<file path="config.mk">
export PLATFORM = sky130hd
export DESIGN_NAME = fpu_arbiter_flat
export DESIGN_NICKNAME = d
export VERILOG_FILES = /design/src/rtl/fpu_arbiter_if.sv /design/src/rtl/fpu_arbiter.sv /design/src/flat_wrapper.sv
export SDC_FILE = /design/constraint.sdc
export NUM_CORES = 1
export LEC_CHECK = 0
export CORE_UTILIZATION = 32
export CTS_CLUSTER_DIAMETER = 150
export DETAILED_ROUTE_END_ITERATION = 8
export PLACE_DENSITY = 0.84
export SLEW_MARGIN = 20
export SYNTH_ARGS = -nofsm -noshare
export SYNTH_HDL_FRONTEND = slang
export SYNTH_SLANG_ARGS = --single-unit
export TNS_END_PERCENT = 100
</file>
<file path="constraint.sdc">
create_clock -name clk -period 1.4 [get_ports clk]
set_input_delay 0.21 -clock clk [delete_from_list [all_inputs] [get_ports clk]]
set_output_delay 0.21 -clock clk [all_outputs]
set_load 0.02 [all_outputs]
</file>
<file path="src/rtl/fpu_arbiter_if.sv">
// fpu_arbiter_if: bundle of request, FPU and response signals around fpu_arbiter.
//   slave  modport: the arbiter's view (takes requests and the FPU reply, drives
//                   grants, FPU operands/operation, response and busy).
//   master modport: the environment's view (requesters plus the FPU).
// Signals:
//   r0_/r1_valid, r0_/r1_op1, r0_/r1_op2, r0_/r1_operation  requester inputs
//   r0_/r1_ready                                            accept strobes
//   fpu_operand_1/2, fpu_operation                          to the FPU
//   fpu_result, fpu_ready                                   from the FPU
//   resp_valid, resp_id, resp_result, resp_error            tagged response
//   busy                                                    job in flight
interface fpu_arbiter_if #(
  parameter int WIDTH = 32
);
  logic             r0_valid;
  logic             r1_valid;
  logic             r0_ready;
  logic             r1_ready;
  logic [WIDTH-1:0] r0_op1;
  logic [WIDTH-1:0] r0_op2;
  logic [WIDTH-1:0] r1_op1;
  logic [WIDTH-1:0] r1_op2;
  logic [1:0]       r0_operation;
  logic [1:0]       r1_operation;
  logic [WIDTH-1:0] fpu_operand_1;
  logic [WIDTH-1:0] fpu_operand_2;
  logic [1:0]       fpu_operation;
  logic [WIDTH-1:0] fpu_result;
  logic             fpu_ready;
  logic             resp_valid;
  logic             resp_id;
  logic [WIDTH-1:0] resp_result;
  logic             resp_error;
  logic             busy;

  modport slave (
    input  r0_valid, r1_valid, r0_op1, r0_op2, r1_op1, r1_op2,
    input  r0_operation, r1_operation, fpu_result, fpu_ready,
    output r0_ready, r1_ready, fpu_operand_1, fpu_operand_2, fpu_operation,
    output resp_valid, resp_id, resp_result, resp_error, busy
  );

  modport master (
    output r0_valid, r1_valid, r0_op1, r0_op2, r1_op1, r1_op2,
    output r0_operation, r1_operation, fpu_result, fpu_ready,
    input  r0_ready, r1_ready, fpu_operand_1, fpu_operand_2, fpu_operation,
    input  resp_valid, resp_id, resp_result, resp_error, busy
  );
endinterface

</file>
<file path="src/rtl/fpu_arbiter.sv">
// fpu_arbiter: shares one fixed-point unit between two requesters.
// One job at a time, round-robin when both request. The accepted job's operands
// and operation are latched and held on the FPU until fpu_ready, then the result
// is returned as a one-cycle tagged strobe. Between jobs the FPU is parked on
// FPU_ADD with zero operands so its multi-cycle stage counters restart cleanly.
// Operation encodings: ADD=0, SUB=1, MUL=2, SQRT=3.
// Ports:
//   clk    rising-edge clock
//   reset  synchronous, active-low reset
//   bus    fpu_arbiter_if.slave (requests, FPU link, response, busy)
// Build option: define FPU_ARB_TIMEOUT_EN to abort a job after TIMEOUT ISSUE
// cycles without fpu_ready (response with resp_error=1, resp_result=0).
// Without it ISSUE waits indefinitely and resp_error is constant 0.
module fpu_arbiter #(
  parameter int WIDTH   = 32,
  parameter int TIMEOUT = 64
) (
  input logic          clk,
  input logic          reset,
  fpu_arbiter_if.slave bus
);
  localparam logic [1:0] FPU_ADD = 2'd0;

  typedef enum logic [1:0] {
    IDLE  = 2'd0,
    ISSUE = 2'd1,
    DONE  = 2'd2
  } state_t;

  state_t           state;
  logic             prio_r1;   // 1: r1 wins the next tie
  logic             grant_r0;
  logic             grant_r1;
  logic             id_q;
  logic             busy_q;
  logic [1:0]       operation_q;
  logic [WIDTH-1:0] operand_1_q;
  logic [WIDTH-1:0] operand_2_q;
  logic             resp_valid_q;
  logic             resp_id_q;
  logic [WIDTH-1:0] resp_result_q;

`ifdef FPU_ARB_TIMEOUT_EN
  localparam int CNT_W = $clog2(TIMEOUT + 1);
  logic [CNT_W-1:0] wait_cnt;
  logic             resp_error_q;
  logic             limit_hit;

  // The increment in this cycle would bring the counter to TIMEOUT.
  assign limit_hit = (wait_cnt == CNT_W'(TIMEOUT - 1));
`else
  // TIMEOUT only matters when the timeout build is selected.
  logic unused_timeout;
  assign unused_timeout = ^TIMEOUT;
`endif

  // Grants are only made in IDLE and never while reset is held.
  always_comb begin
    grant_r0 = 1'b0;
    grant_r1 = 1'b0;
    if (reset && state == IDLE) begin
      if (bus.r0_valid && !(bus.r1_valid && prio_r1)) grant_r0 = 1'b1;
      else if (bus.r1_valid)                           grant_r1 = 1'b1;
    end
  end

  always_ff @(posedge clk) begin
    if (!reset) begin
      state         <= IDLE;
      prio_r1       <= 1'b0;
      id_q          <= 1'b0;
      busy_q        <= 1'b0;
      operation_q   <= FPU_ADD;
      operand_1_q   <= '0;
      operand_2_q   <= '0;
      resp_valid_q  <= 1'b0;
      resp_id_q     <= 1'b0;
      resp_result_q <= '0;
`ifdef FPU_ARB_TIMEOUT_EN
      wait_cnt      <= '0;
      resp_error_q  <= 1'b0;
`endif
    end else begin
      // Response fields read as zero outside the single strobe cycle.
      resp_valid_q  <= 1'b0;
      resp_id_q     <= 1'b0;
      resp_result_q <= '0;
`ifdef FPU_ARB_TIMEOUT_EN
      resp_error_q  <= 1'b0;
`endif
      case (state)
        // IDLE -> ISSUE: latch the winner's job and move the tie pointer.
        IDLE: begin
          if (grant_r0 || grant_r1) begin
            state       <= ISSUE;
            busy_q      <= 1'b1;
            id_q        <= grant_r1;
            prio_r1     <= grant_r0;
            operation_q <= grant_r1 ? bus.r1_operation : bus.r0_operation;
            operand_1_q <= grant_r1 ? bus.r1_op1 : bus.r0_op1;
            operand_2_q <= grant_r1 ? bus.r1_op2 : bus.r0_op2;
`ifdef FPU_ARB_TIMEOUT_EN
            wait_cnt    <= '0;
`endif
          end
        end
        // ISSUE -> DONE: capture the result and park the FPU on ADD/0.
        ISSUE: begin
          if (bus.fpu_ready) begin
            state         <= DONE;
            resp_valid_q  <= 1'b1;
            resp_id_q     <= id_q;
            resp_result_q <= bus.fpu_result;
            operation_q   <= FPU_ADD;
            operand_1_q   <= '0;
            operand_2_q   <= '0;
          end
`ifdef FPU_ARB_TIMEOUT_EN
          else begin
            wait_cnt <= wait_cnt + 1'b1;
            if (limit_hit) begin
              state        <= DONE;
              resp_valid_q <= 1'b1;
              resp_id_q    <= id_q;
              resp_error_q <= 1'b1;
              operation_q  <= FPU_ADD;
              operand_1_q  <= '0;
              operand_2_q  <= '0;
            end
          end
`endif
        end
        // DONE -> IDLE: response strobe is on the bus this cycle.
        DONE: begin
          state  <= IDLE;
          busy_q <= 1'b0;
        end
        default: state <= IDLE;
      endcase
    end
  end

  assign bus.r0_ready      = grant_r0;
  assign bus.r1_ready      = grant_r1;
  assign bus.fpu_operation = operation_q;
  assign bus.fpu_operand_1 = operand_1_q;
  assign bus.fpu_operand_2 = operand_2_q;
  assign bus.resp_valid    = resp_valid_q;
  assign bus.resp_id       = resp_id_q;
  assign bus.resp_result   = resp_result_q;
  assign bus.busy          = busy_q;
`ifdef FPU_ARB_TIMEOUT_EN
  assign bus.resp_error    = resp_error_q;
`else
  assign bus.resp_error    = 1'b0;
`endif
endmodule

</file>
<file path="src/flat_wrapper.sv">
// flat-port wrapper written by rule: the top's interface ports become plain ports
module fpu_arbiter_flat 
#(
  parameter int WIDTH   = 32,
  parameter int TIMEOUT = 64
)
  (clk, reset, bus_r0_valid, bus_r1_valid, bus_r0_op1, bus_r0_op2, bus_r1_op1, bus_r1_op2, bus_r0_operation, bus_r1_operation, bus_fpu_result, bus_fpu_ready, bus_r0_ready, bus_r1_ready, bus_fpu_operand_1, bus_fpu_operand_2, bus_fpu_operation, bus_resp_valid, bus_resp_id, bus_resp_result, bus_resp_error, bus_busy);
  fpu_arbiter_if #(.WIDTH(WIDTH)) bus_i ();
  input logic clk;
  input logic reset;
  input wire logic [$bits(bus_i.r0_valid)-1:0] bus_r0_valid;
  input wire logic [$bits(bus_i.r1_valid)-1:0] bus_r1_valid;
  input wire logic [$bits(bus_i.r0_op1)-1:0] bus_r0_op1;
  input wire logic [$bits(bus_i.r0_op2)-1:0] bus_r0_op2;
  input wire logic [$bits(bus_i.r1_op1)-1:0] bus_r1_op1;
  input wire logic [$bits(bus_i.r1_op2)-1:0] bus_r1_op2;
  input wire logic [$bits(bus_i.r0_operation)-1:0] bus_r0_operation;
  input wire logic [$bits(bus_i.r1_operation)-1:0] bus_r1_operation;
  input wire logic [$bits(bus_i.fpu_result)-1:0] bus_fpu_result;
  input wire logic [$bits(bus_i.fpu_ready)-1:0] bus_fpu_ready;
  output wire logic [$bits(bus_i.r0_ready)-1:0] bus_r0_ready;
  output wire logic [$bits(bus_i.r1_ready)-1:0] bus_r1_ready;
  output wire logic [$bits(bus_i.fpu_operand_1)-1:0] bus_fpu_operand_1;
  output wire logic [$bits(bus_i.fpu_operand_2)-1:0] bus_fpu_operand_2;
  output wire logic [$bits(bus_i.fpu_operation)-1:0] bus_fpu_operation;
  output wire logic [$bits(bus_i.resp_valid)-1:0] bus_resp_valid;
  output wire logic [$bits(bus_i.resp_id)-1:0] bus_resp_id;
  output wire logic [$bits(bus_i.resp_result)-1:0] bus_resp_result;
  output wire logic [$bits(bus_i.resp_error)-1:0] bus_resp_error;
  output wire logic [$bits(bus_i.busy)-1:0] bus_busy;
  assign bus_i.r0_valid = bus_r0_valid;
  assign bus_i.r1_valid = bus_r1_valid;
  assign bus_i.r0_op1 = bus_r0_op1;
  assign bus_i.r0_op2 = bus_r0_op2;
  assign bus_i.r1_op1 = bus_r1_op1;
  assign bus_i.r1_op2 = bus_r1_op2;
  assign bus_i.r0_operation = bus_r0_operation;
  assign bus_i.r1_operation = bus_r1_operation;
  assign bus_i.fpu_result = bus_fpu_result;
  assign bus_i.fpu_ready = bus_fpu_ready;
  assign bus_r0_ready = bus_i.r0_ready;
  assign bus_r1_ready = bus_i.r1_ready;
  assign bus_fpu_operand_1 = bus_i.fpu_operand_1;
  assign bus_fpu_operand_2 = bus_i.fpu_operand_2;
  assign bus_fpu_operation = bus_i.fpu_operation;
  assign bus_resp_valid = bus_i.resp_valid;
  assign bus_resp_id = bus_i.resp_id;
  assign bus_resp_result = bus_i.resp_result;
  assign bus_resp_error = bus_i.resp_error;
  assign bus_busy = bus_i.busy;
  fpu_arbiter #(.WIDTH(WIDTH), .TIMEOUT(TIMEOUT)) u_core (.clk(clk), .reset(reset), .bus(bus_i));
endmodule
</file>
== Word level (Yosys, flattened, before mapping) ==
Cells that the tools add are included.

* Bits in writable memories: 0
* ROM bits: 0
* Output and inout port bits: 104
* Word-level logic and storage cells: 50
* Memories: 0
* Bits in registers: 105
* Latch bits: 0

* Divide/modulo/power cells: 0
* Shifts and indexed selects: 0
* $add $sub $neg: 0
* Bitwise logic cells: 0
* Multipliers: 0
* Reduce and logical (&&, ||, !) cells: 14
* Eq/ne operators: 4
* Multiplexer cells: 22
* $lt $le $gt $ge: 0

{| class="wikitable"
|+ Operator list
! kind !! count
|-
| 32-bit 2-to-1 mux || 5
|-
| 32-bit one-hot mux with 2 select lines || 2
|-
| 2-bit 2-to-1 mux || 5
|-
| 2-bit one-hot mux with 2 select lines || 2
|-
| 2-bit AND reduction || 4
|-
| 1-bit 2-to-1 mux || 7
|-
| 3-bit AND reduction || 2
|-
| 2-bit inequality test (second input constant) || 2
|-
| 2-bit nonzero test || 2
|-
| 1-bit logical AND || 3
|-
| 2-bit by 1-bit == test with 1-bit output (second input constant) || 1
|-
| 2-bit == test (second input constant) || 1
|-
| 2-bit zero test || 1
|-
| 1-bit one-hot mux with 2 select lines || 1
|-
| 1-bit zero test || 1
|-
| 1-bit logical OR || 1
|}

== Depth between registers and ports, before layout ==
Gate-level depths: netlist of run 1.

* Depth after elaboration: 8
* Depth in mapped cells: 7

== Least setup slack after synthesis of run 1 ==
No wires, ideal clock.

* Kind: register -> register
* Start: register u_core.state[1]
* End: register u_core.operand_1_q[10], in the netlist u_core.bus.fpu_operand_1[10]
* Library setup time: 0.125 ns
* Path buffers: 2
* Setup slack: -0.037 ns
* Arrival: 1.312 ns
* Clock period less this slack: 1.437 ns
* Cell stages (with the launch flop): 7
* Cell sequence: dfxtp_1 > nor3b_2 > nand3_2 > buf_4 > buf_4 > mux2i_1 > o2bb2ai_1

* Word-level cells in the longest chain between the ends: 6
* Elaborated cells on any way between the ends: 13

{| class="wikitable"
|+ Ends and longest elaborated chain
! what !! RTL line !! RTL
|-
| start, declared || fpu_arbiter.sv:30 || <nowiki>state_t state;</nowiki>
|-
| start signal, assigned || fpu_arbiter.sv:69 || <nowiki>state <= IDLE;</nowiki>
|-
| start signal, assigned || fpu_arbiter.sv:95 || <nowiki>state <= ISSUE;</nowiki>
|-
| start signal, assigned || fpu_arbiter.sv:110 || <nowiki>state <= DONE;</nowiki>
|-
| 2-bit zero test || fpu_arbiter.sv:61, fpu_arbiter.sv:91 ||
|-
| 1-bit logical AND || fpu_arbiter.sv:61 || <nowiki>if (reset && state == IDLE) begin</nowiki>
|-
| 1-bit 2-to-1 mux || fpu_arbiter.sv:61 ||
|-
| 32-bit 2-to-1 mux / 1-bit logical OR (equally long branches) || fpu_arbiter.sv:100, fpu_arbiter.sv:94 ||
|-
| 32-bit 2-to-1 mux / 2-bit inequality test (equally long branches) || -- ||
|-
| 32-bit one-hot mux with 2 select lines / 3-bit AND reduction (equally long branches) || -- ||
|-
| end signal, assigned || fpu_arbiter.sv:100 || <nowiki>operand_1_q <= grant_r1 ? bus.r1_op1 : bus.r0_op1;</nowiki>
|-
| end, declared || fpu_arbiter.sv:37 || <nowiki>logic [WIDTH-1:0] operand_1_q;</nowiki>
|}

Several ways; a longest one is shown, not always the timed one. The select of a mux whose other input is x is not followed.
A chain may end at the register's enable or synchronous reset.

== Worst setup path in the final report of run 1 ==
* Start: register u_core.state[0]
* End: register u_core.operand_2_q[5], in the netlist u_core.bus.fpu_operand_2[5]

* Word-level cells in the longest chain between the ends: 6
* Elaborated cells on any way between the ends: 13

{| class="wikitable"
|+ Ends and longest elaborated chain
! what !! RTL line !! RTL
|-
| 2-bit zero test || fpu_arbiter.sv:61, fpu_arbiter.sv:91 ||
|-
| 1-bit logical AND || fpu_arbiter.sv:61 ||
|-
| 1-bit 2-to-1 mux || fpu_arbiter.sv:61 ||
|-
| 32-bit 2-to-1 mux / 1-bit logical OR (equally long branches) || fpu_arbiter.sv:101, fpu_arbiter.sv:94 ||
|-
| 32-bit 2-to-1 mux / 2-bit inequality test (equally long branches) || -- ||
|-
| 32-bit one-hot mux with 2 select lines / 3-bit AND reduction (equally long branches) || -- ||
|-
| end signal, assigned || fpu_arbiter.sv:101 || <nowiki>operand_2_q <= grant_r1 ? bus.r1_op2 : bus.r0_op2;</nowiki>
|-
| end, declared || fpu_arbiter.sv:38 || <nowiki>logic [WIDTH-1:0] operand_2_q;</nowiki>
|}

Several ways; a longest one is shown, not always the timed one. The select of a mux whose other input is x is not followed.

==> flow_summary_export.csv, run 1 <==
group,metric,value,unit
outcome,status,"complete, but fails checks",
outcome,violations,"negative setup slack",
synth,syn_inst,390,
synth,synth_top_family_by_area,"compound AO/OA/AOI/OAI gates",
route,drt_iter0_markers,272,
worst_setup_path,path_max_fanout,10,
grt,grt_pass1_vias,4632,
die,initial_core_util,33.1,%
route,viasPerCell,4.92,
cells_and_area,num-nets-final,874,
worst_setup_path,required,1680,ps
timing,fin_ws,-164,ps
timing,finalCriticalPeriod,1560,ps
clock_network,cts_made_buffers,9,
synth,syn_avg_cell_area,10.3,um^2
synth,syn_area,4030,um^2
cells_and_area,nFillCells,922,
route,routed-wl-met3,1220,um
timing,finClkSkew,5.21,ps
power,power_switching,0.00245,W
power,p_int,0.00576,W
synth,ys_seq_area_share,52.2,%
synth,yosys.area_share.adder,0,%
timing,drv_slew,0,
placed_design,placed_cells,824,
route,met1_length,6420,um
run,max_cap_violations,0,
grt,grt_start_max_net_pins,41,
route,route.met2.wl,9220,um
route,drtPass1Iterations,5,
power,power.total,0.00822,W
worst_setup_path,cp-start-kind,"register",
placed_design,dp_hpwl,10000,um
clock_network,path_clk_slew,80,ps
hold_path,holdCritPathClass,"primary input to register",
synth,syn_nets,559,
timing,max_freq,0.639,GHz
grt,grt-ovfl-total,0,
synth,ys_warn_count,0,
power,pwr-share-seq,40.8,%
grt,grt_pass1_wl,24000,um
power,clockPowerShare,30.2,%
die,ios,273,
route,postRouteAntennaNets,0,
die,fp.dieW,114,um
worst_setup_path,critPathArrivalTime,1840,ps
timing,hold_viol,0,
clock_network,clockRootBuffer,"clkbuf_16",
clock_network,clk_path_buf_depth,2,
timing,fin_crit_sh,112,%
power,pwr-share-comb,29.0,%
die,dieArea,13000,um^2
cells_and_area,fin_area,8290,um^2
placed_design,io_buffers,271,
timing,setup_violations,98,
hold_path,hold_depth,2,
worst_setup_path,setup.worst_path.end_class,"register",
clock_network,cts_hold_buf,0,
synth,yosys.area_share.simple,12.5,%
route,drcViolationCount,0,
power,switching_share,29.8,%
synth,ys_ff_latch,105,
power,powerDensity,991,nW/um^2
synth,synth-compound-area-share,20.8,%
grt,grtUsageTotal,24.3,%
placed_design,gp_congestion,0.812,
grt,antenna_found_initial,0,
cells_and_area,synthToLayoutAreaGrowth,106,%
die,die_y,114,um
placed_design,dpl_cell_area,7080,um^2
cells_and_area,drive_gt1_share,20.1,%
clock_network,htree_levels,3,
clock_network,cts_tree,"done",
route,routed_wl,17100,um
die,core,12200,um^2
clock_network,cts_num_sinks,105,
synth,synthXorXnorAreaFrac,0,%
timing,rsz0062_at_grt,"true",
worst_setup_path,crit_type,"register to register",
clock_network,insertion_delay,350,ps
route,num_vias,4320,
synth,synth.area.mux_share,9.45,%
cells_and_area,stdcell_count,878,
route,wl_per_cell,19.5,um
power,p_leak,3.77,nW
die,rows,40,
synth,synthDistinctLibCells,30,
cells_and_area,diodes,0,
route,highest_layer,"met4",
power,peakVddDrop,0.544,mV
worst_setup_path,reg2reg_depth,7,
layout by cell type (no fill, tap or decap), types with 2 or more instances in the layout:
cell	instances
clkdlybuf4s50_1	165
dlygate4sd2_1	104
dfxtp_1	103
nand2_1	58
mux2i_1	34
and2_1	32
a21oi_1	29
buf_4	23
a311oi_2	21
o2bb2ai_1	20
o2bb2ai_2	18
clkbuf_16	14
buf_12	14
buf_16	12
buf_6	10
a311oi_1	6
mux2i_2	3
nor2_1	3
inv_6	3
buf_8	3
nand2b_1	2
clkinv_4	2
nand2_2	2
inv_1	2
nor3_1	2
clkinvlp_4	2
dfxtp_2	2
flip-flops by register name, summed over array words and instances, names as in the netlist:
signal	flops
u_core.bus.fpu_operand_1	32
u_core.bus.resp_result	32
u_core.bus.busy	1
u_core.id_q	1
u_core.state	2
u_core.bus.fpu_operand_2	32
u_core.bus.resp_id	1
u_core.bus.resp_valid	1
u_core.prio_r1	1
u_core.bus.fpu_operation	2
layout make-up:
class | instances | area (um^2) | area share, %
Clock buffer | 9 | 225 | 2.72
Timing Repair Buffer | 337 | 3660 | 44.2
Inverter | 4 | 20.0 | 0.242
Multi-Input combinational cell | 248 | 2010 | 24.2
Clock inverter | 7 | 61.3 | 0.740
Tap cell | 168 | 210 | 2.54
Sequential cell | 105 | 2100 | 25.4
synth_stat cells:
library cell  instances  share of area (%)
a311oi_2             10                3.7
nand2_1              60                5.6
a31oi_1               1               0.16
o21ai_1               2               0.25
clkbuf_1             11                1.0
a311oi_1             17                3.7
nor2_1                4               0.37
and2_1               32                5.0
o21ai_0               2               0.25
buf_6                 2               0.56
buf_4                 8                1.5
nor2b_1               1               0.16
nor3_1                2               0.25
nor3b_2               1               0.31
nand3_2               1               0.25
o21a_1                1               0.19
inv_2                 1              0.093
a21bo_2               1               0.25
dfxtp_1             105                 52
buf_2                12                1.5
nand2b_1              2               0.31
clkinv_1              1              0.093
a21oi_1              31                3.9
and3_1                1               0.16
conb_1                1              0.093
a211oi_1              1               0.19
o2bb2ai_1            38                8.3
mux2i_1              38                9.4
nand3_1               1               0.12
inv_1                 2               0.19
logic make-up (layout without fill, tap and decap cells):
group,Yosys count,in the layout
DFF,105,105
and+or+nand+nor,105,105
AOI/OAI and AO/OA,104,104
muxes,38,38
buffers and inverters,37,357
other,1,1
worst paths after layout:
| kind | endpoint | start | slack (ps) |
|---|---|---|---|
| max | u_core.bus.fpu_operand_2[5] | u_core.state[0] | -160 |
| max reg2reg | u_core.bus.fpu_operand_2[5] | u_core.state[0] | -160 |
| min reg2reg | u_core.bus.resp_id | u_core.id_q | 440 |
| min | u_core.bus.resp_result[13] | bus_fpu_result[13] | 410 |
metal layers:
metal / global-route usage, % / vias up
li1: - / 2031
met1: 25.4 / 2071
met2: 45.9 / 196
met3: 6.25 / 22
met4: 10.3 / 0
met5: 0 / -
critical path: stages (launching register included):
cell and delay, ps:
dfxtp_2 350, nor3b_4 270, buf_4 160, buf_4 100
buf_4 120, o21ai_4 140, buf_12 190, o2bb2ai_1 150
power groups by stage:
stage / clock [W] / sequential (W) / combinational [W]
after detailed placement: 0 / 0.00341 / 0.00196
after floorplan: 0 / 0.00367 / 0.000557
final: 0.00248 / 0.00335 / 0.00238
after global placement: 0 / 0.00340 / 0.00192
after CTS: 0.00252 / 0.00335 / 0.00220
after global routing: 0.00266 / 0.00338 / 0.00250
timing repair:
action | CTS | global route
endpoints found under the hold margin | 0 | 0
cloned | 13 | 8
pin swaps | 16 | 10
resized for setup | 181 | 22
setup endpoints to repair | 170 | 103
buffers inserted | 14 | 3
through the flow:
stage / hold slack, ps / TNS, ps / setup WS, ps / utilization [%]
detailed placement: 439 / -40620 / -636 / 58.2
finish: 410 / -8270 / -164 / 68.2
global placement: 432 / -36140 / -632 / 58.2
floorplan: 332 / -644 / -20.4 / -
global route: 402 / -14250 / -225 / 68.2
CTS: 398 / -6270 / -170 / 65.5
No activity file was read; power rests on OpenSTA's default activity.
==> inputs of run 2 (changes only) <==
Settings changed: PLACE_DENSITY 0.84 to not set, PLACE_DENSITY_LB_ADDON set to 0.15, SKIP_CTS_REPAIR_TIMING set to 1.
==> flow_summary_export.csv, run 2 (synthesis results as in run 1) <==
group,metric,value,unit
cells_and_area,num-nets-final,843,
route,drcViolationCount,0,
outcome,status,"complete, but fails checks",
die,ios,273,
die,initial_core_util,33.1,%
route,num_vias,4040,
power,powerDensity,1060,nW/um^2
cells_and_area,mostFrequentLayoutCells,"168 x clkdlybuf4s50_1, 103 x dfxtp_1, 101 x dlymetal6s2s_1",
worst_setup_path,path_max_fanout,19,
cells_and_area,stdcell_count,846,
cells_and_area,synthToLayoutAreaGrowth,98.6,%
placed_design,placed_cells,823,
worst_setup_path,crit_type,"primary input to register",
power,peakVddDrop,0.726,mV
cells_and_area,drive_gt1_share,12.2,%
route,routed_wl,14300,um
cells_and_area,final_common_cell,"clkdlybuf4s50_1",
clock_network,insertion_delay,330,ps
worst_setup_path,r2r-end,"u_core.bus.fpu_operand_1[27]",
die,die_y,114,um
route,drt_iter0_markers,135,
hold_path,hold_depth,2,
timing,setup_violations,67,
die,fp.dieW,114,um
hold_path,hold_end,"u_core.bus.resp_result[6]",
timing,finalCriticalPeriod,1560,ps
die,rows,40,
route,drtPass1Iterations,4,
timing,fin_ws,-161,ps
grt,grt_pass1_vias,3975,
worst_setup_path,critPathArrivalTime,1790,ps
worst_setup_path,setup.worst_path.end_class,"register",
grt,grt-ovfl-total,0,
route,wl_per_cell,16.8,um
grt,grt_start_max_net_pins,43,
clock_network,clk_path_buf_depth,2,
clock_network,cts_tree,"done",
die,dieArea,13000,um^2
cells_and_area,diodes,0,
timing,drv_slew,0,
die,core,12200,um^2
power,p_leak,4.72,nW
worst_setup_path,r2r_slack,-120,ps
clock_network,clockRootBuffer,"clkbuf_16",
timing,rsz0062_at_grt,"true",
route,viasPerCell,4.78,
worst_setup_path,reg2reg_from,"u_core.state[1]",
cells_and_area,nFillCells,966,
timing,finClkSkew,5.01,ps
cells_and_area,fin_area,8000,um^2
route,postRouteAntennaNets,0,
placed_design,io_buffers,271,
worst_setup_path,reg2reg_depth,7,
clock_network,cts_made_buffers,9,
placed_design,dp_hpwl,9560,um
clock_network,htree_levels,3,
placed_design,dpl_cell_area,7080,um^2
grt,grtUsageTotal,19.6,%
worst_setup_path,required,1630,ps
timing,hold_viol,0,
clock_network,path_clk_slew,70,ps
outcome,violations,"negative setup slack",
timing,max_freq,0.641,GHz
run,max_cap_violations,0,
hold_path,hold_path.startpoint,"bus_fpu_result[6]",
placed_design,gp_congestion,0.761,
timing,fin_crit_sh,111,%
worst_setup_path,cp-start-kind,"primary input",
grt,grt_pass1_wl,19800,um
hold_path,holdCritPathClass,"primary input to register",
clock_network,cts_num_sinks,105,
grt,antenna_found_initial,0,
## run 2: cell types whose count changed in the layout (fill, tap and decap cells not counted), moves of 5 or more
cell | previous run | this run
o2bb2ai_1 | 20 | 38
buf_4 | 23 | 16
buf_16 | 12 | 1
dlygate4sd2_1 | 104 | 0
buf_6 | 10 | 4
o2bb2ai_2 | 18 | 0
buf_12 | 14 | 9
dlymetal6s2s_1 | 0 | 101
a311oi_1 | 6 | 11
a311oi_2 | 21 | 16
## run 2: critical path, cell delays in order
cell and delay [ps]:
clkdlybuf4s50_1 610, o21ai_1 130, o21ai_2 160, buf_4 150, a21oi_4 60, buf_12 150
clkbuf_16 180, o2bb2ai_1 140
## run 2: routing by layer
layer	GRT usage, %	wire length (um)	up-vias
met3	5.66	1030	12
met5	0	0	-
li1	-	-	1968
met1	20.7	5470	1906
met2	37.1	7550	154
met4	6.23	201	0
## run 2: cell type report
class                      instances  area (um^2)  area share, %
timing repair buffer             306         3470           43.4
sequential                       105         2100           26.3
multi-input combinational        248         1820           22.8
clock buffer                      10          239           2.99
tap                              168          210           2.63
clock inverter                     5          128           1.60
inverter                           4         17.5          0.219
## run 2: worst max path at each step
stage	startpoint	endpoint
floorplan	u_core.state[0]	u_core.bus.fpu_operand_1[10]
global placement	reset	bus_r1_ready
detailed placement	reset	bus_r1_ready
CTS	u_core.state[0]	bus_r1_ready
global route	bus_r0_valid	u_core.bus.fpu_operand_1[20]
finish	bus_r1_valid	u_core.bus.fpu_operand_1[20]
## run 2: power breakdown
part / switching (W) / total (W) / leakage [nW] / internal, W
Sequential: 0.000113 / 0.00333 / 0.864 / 0.00322
Clock: 0.00109 / 0.00306 / 0.175 / 0.00197
Combinational: 0.000906 / 0.00205 / 3.69 / 0.00114
Total: 0.00211 / 0.00844 / 4.72 / 0.00633
## run 2: per-stage QoR
stage | hold slack (ps) | TNS [ps] | total power (W) | utilization, % | setup WS (ps)
detailed placement | 445 | -40480 | 0.00537 | 58.2 | -578
global route | 421 | -10300 | 0.00877 | 65.8 | -224
finish | 428 | -6210 | 0.00844 | 65.8 | -161
CTS | 412 | -20520 | 0.00843 | 61.2 | -593
floorplan | 332 | -644 | 0.00423 | - | -20.4
global placement | 433 | -36180 | 0.00534 | 58.2 | -559
==> inputs of run 3 (changes only) <==
Settings changed: CAP_MARGIN set to 0, CORE_UTILIZATION 32 to 36.
Clock period 1.4 ns to 1.5 ns, I/O delays scaled along.
==> flow_summary_export.csv, run 3 (synthesis results as in run 1) <==
group,metric,value,unit
grt,grt_pass1_vias,4005,
clock_network,htree_levels,3,
route,drcViolationCount,0,
route,num_vias,4054,
cells_and_area,final_common_cell,"clkdlybuf4s50_1",
worst_setup_path,r2r_slack,-140,ps
worst_setup_path,cp-start-kind,"register",
die,core,10900,um^2
placed_design,gp_congestion,0.786,
worst_setup_path,critPathArrivalTime,1910,ps
worst_setup_path,reg2reg_depth,7,
timing,drv_slew,0,
worst_setup_path,reg2reg_from,"u_core.state[0]",
clock_network,clockRootBuffer,"clkbuf_8",
worst_setup_path,crit_type,"register to register",
power,powerDensity,889,nW/um^2
placed_design,dp_hpwl,9850,um
clock_network,cts_made_buffers,9,
die,die_y,108,um
grt,grt_start_max_net_pins,47,
route,viasPerCell,4.97,
cells_and_area,stdcell_count,816,
hold_path,hold_path.startpoint,"bus_fpu_result[21]",
grt,grtUsageTotal,22.9,%
cells_and_area,num-nets-final,839,
timing,hold_viol,0,
timing,setup_violations,31,
worst_setup_path,r2r-end,"u_core.bus.fpu_operand_2[20]",
placed_design,placed_cells,792,
timing,fin_crit_sh,109,%
route,postRouteAntennaNets,0,
timing,max_freq,0.611,GHz
timing,fin_tns_setup,-1420,ps
route,routed_wl,14200,um
hold_path,hold_depth,2,
worst_setup_path,required,1770,ps
clock_network,clk_path_buf_depth,2,
route,drt_iter0_markers,230,
placed_design,post-place-ws,-608,ps
timing,rsz0062_at_grt,"true",
grt,grt_pass1_wl,20400,um
grt,antenna_found_initial,1,
timing,finClkSkew,8.87,ps
hold_path,holdCritPathClass,"primary input to register",
clock_network,cts_num_sinks,105,
outcome,status,"complete, but fails checks",
cells_and_area,final_core_util,70.4,%
placed_design,io_buffers,271,
timing,finalCriticalPeriod,1640,ps
run,max_cap_violations,0,
power,peakVddDrop,0.560,mV
worst_setup_path,path_max_fanout,8,
clock_network,cts_tree,"done",
cells_and_area,mostFrequentLayoutCells,"168 x clkdlybuf4s50_1, 104 x dfxtp_1, 101 x dlymetal6s2s_1",
route,drtPass1Iterations,4,
die,initial_core_util,37.0,%
die,rows,38,
worst_setup_path,setup.worst_path.end_class,"register",
hold_path,hold_end,"u_core.bus.resp_result[21]",
clock_network,insertion_delay,380,ps
cells_and_area,drive_gt1_share,11.0,%
timing,fin_ws,-138,ps
die,dieArea,11600,um^2
power,p_leak,4.57,nW
outcome,violations,"negative setup slack",
cells_and_area,synthToLayoutAreaGrowth,90.2,%
clock_network,path_clk_slew,110,ps
die,ios,273,
grt,grt-ovfl-total,0,
die,fp.dieW,108,um
route,wl_per_cell,17.4,um
[run 3: cell count changes in the layout (fill, tap and decap cells not counted), moves of 4 or more]
cell,before,now
clkbuf_8,1,9
a311oi_1,11,17
mux2i_2,1,5
a311oi_2,16,10
clkbuf_16,15,2
[run 3: report_power, final]
part | total, W | internal, W | switching (W)
Combinational | 0.00187 | 0.00103 | 0.000833
Sequential | 0.00312 | 0.00300 | 0.000110
Clock | 0.00183 | 0.000783 | 0.00105
Total | 0.00681 | 0.00482 | 0.00199
[run 3: stage by stage]
stage / hold WS [ps] / instance area [um^2] / total power [W]
after floorplan: 347 / 4030 / 0.00394
after global placement: 439 / 7040 / 0.00499
after detailed placement: 446 / 7040 / 0.00502
after CTS: 367 / 7240 / 0.00685
after global routing: 370 / 7660 / 0.00712
final: 383 / 7660 / 0.00681
[run 3: worst max-delay path by stage]
stage,slack (ps),endpoint,cells past startpoint,start
floorplan,60,u_core.bus.fpu_operand_1[10],6,u_core.state[1]
global placement,-560,bus_r0_ready,4,reset
detailed placement,-610,bus_r0_ready,4,reset
CTS,-650,bus_r0_ready,3,u_core.state[1]
global route,-250,u_core.bus.fpu_operand_2[20],7,u_core.state[0]
finish,-140,u_core.bus.fpu_operand_2[20],7,u_core.state[0]
[run 3: layout make-up]
cell class              count  area (um^2)
diodes                      1         2.50
clock buffers               9          124
clock inverters             7         78.8
fillers                   830         3230
inverters                   4         17.5
multi-input cells         248         1780
flip-flops and latches    105         2100
well taps                 140          175
repair buffers            302         3370
[run 3: worst max-delay path, cell delays in order, from the launching register on]
cell and delay [ps]:
dfxtp_2 350, nor3b_4 280, nand3_4 130, buf_6 170, buf_4 140, clkbuf_16 160, mux2i_1 180, o2bb2ai_1 110
[run 3: per-layer routing]
| layer | track usage, % | routed length [um] |
|---|---|---|
| met5 | 0 | 0 |
| met3 | 7.99 | 1280 |
| met4 | 9.10 | 370 |
| met2 | 40.7 | 7290 |
| met1 | 24.6 | 5270 |
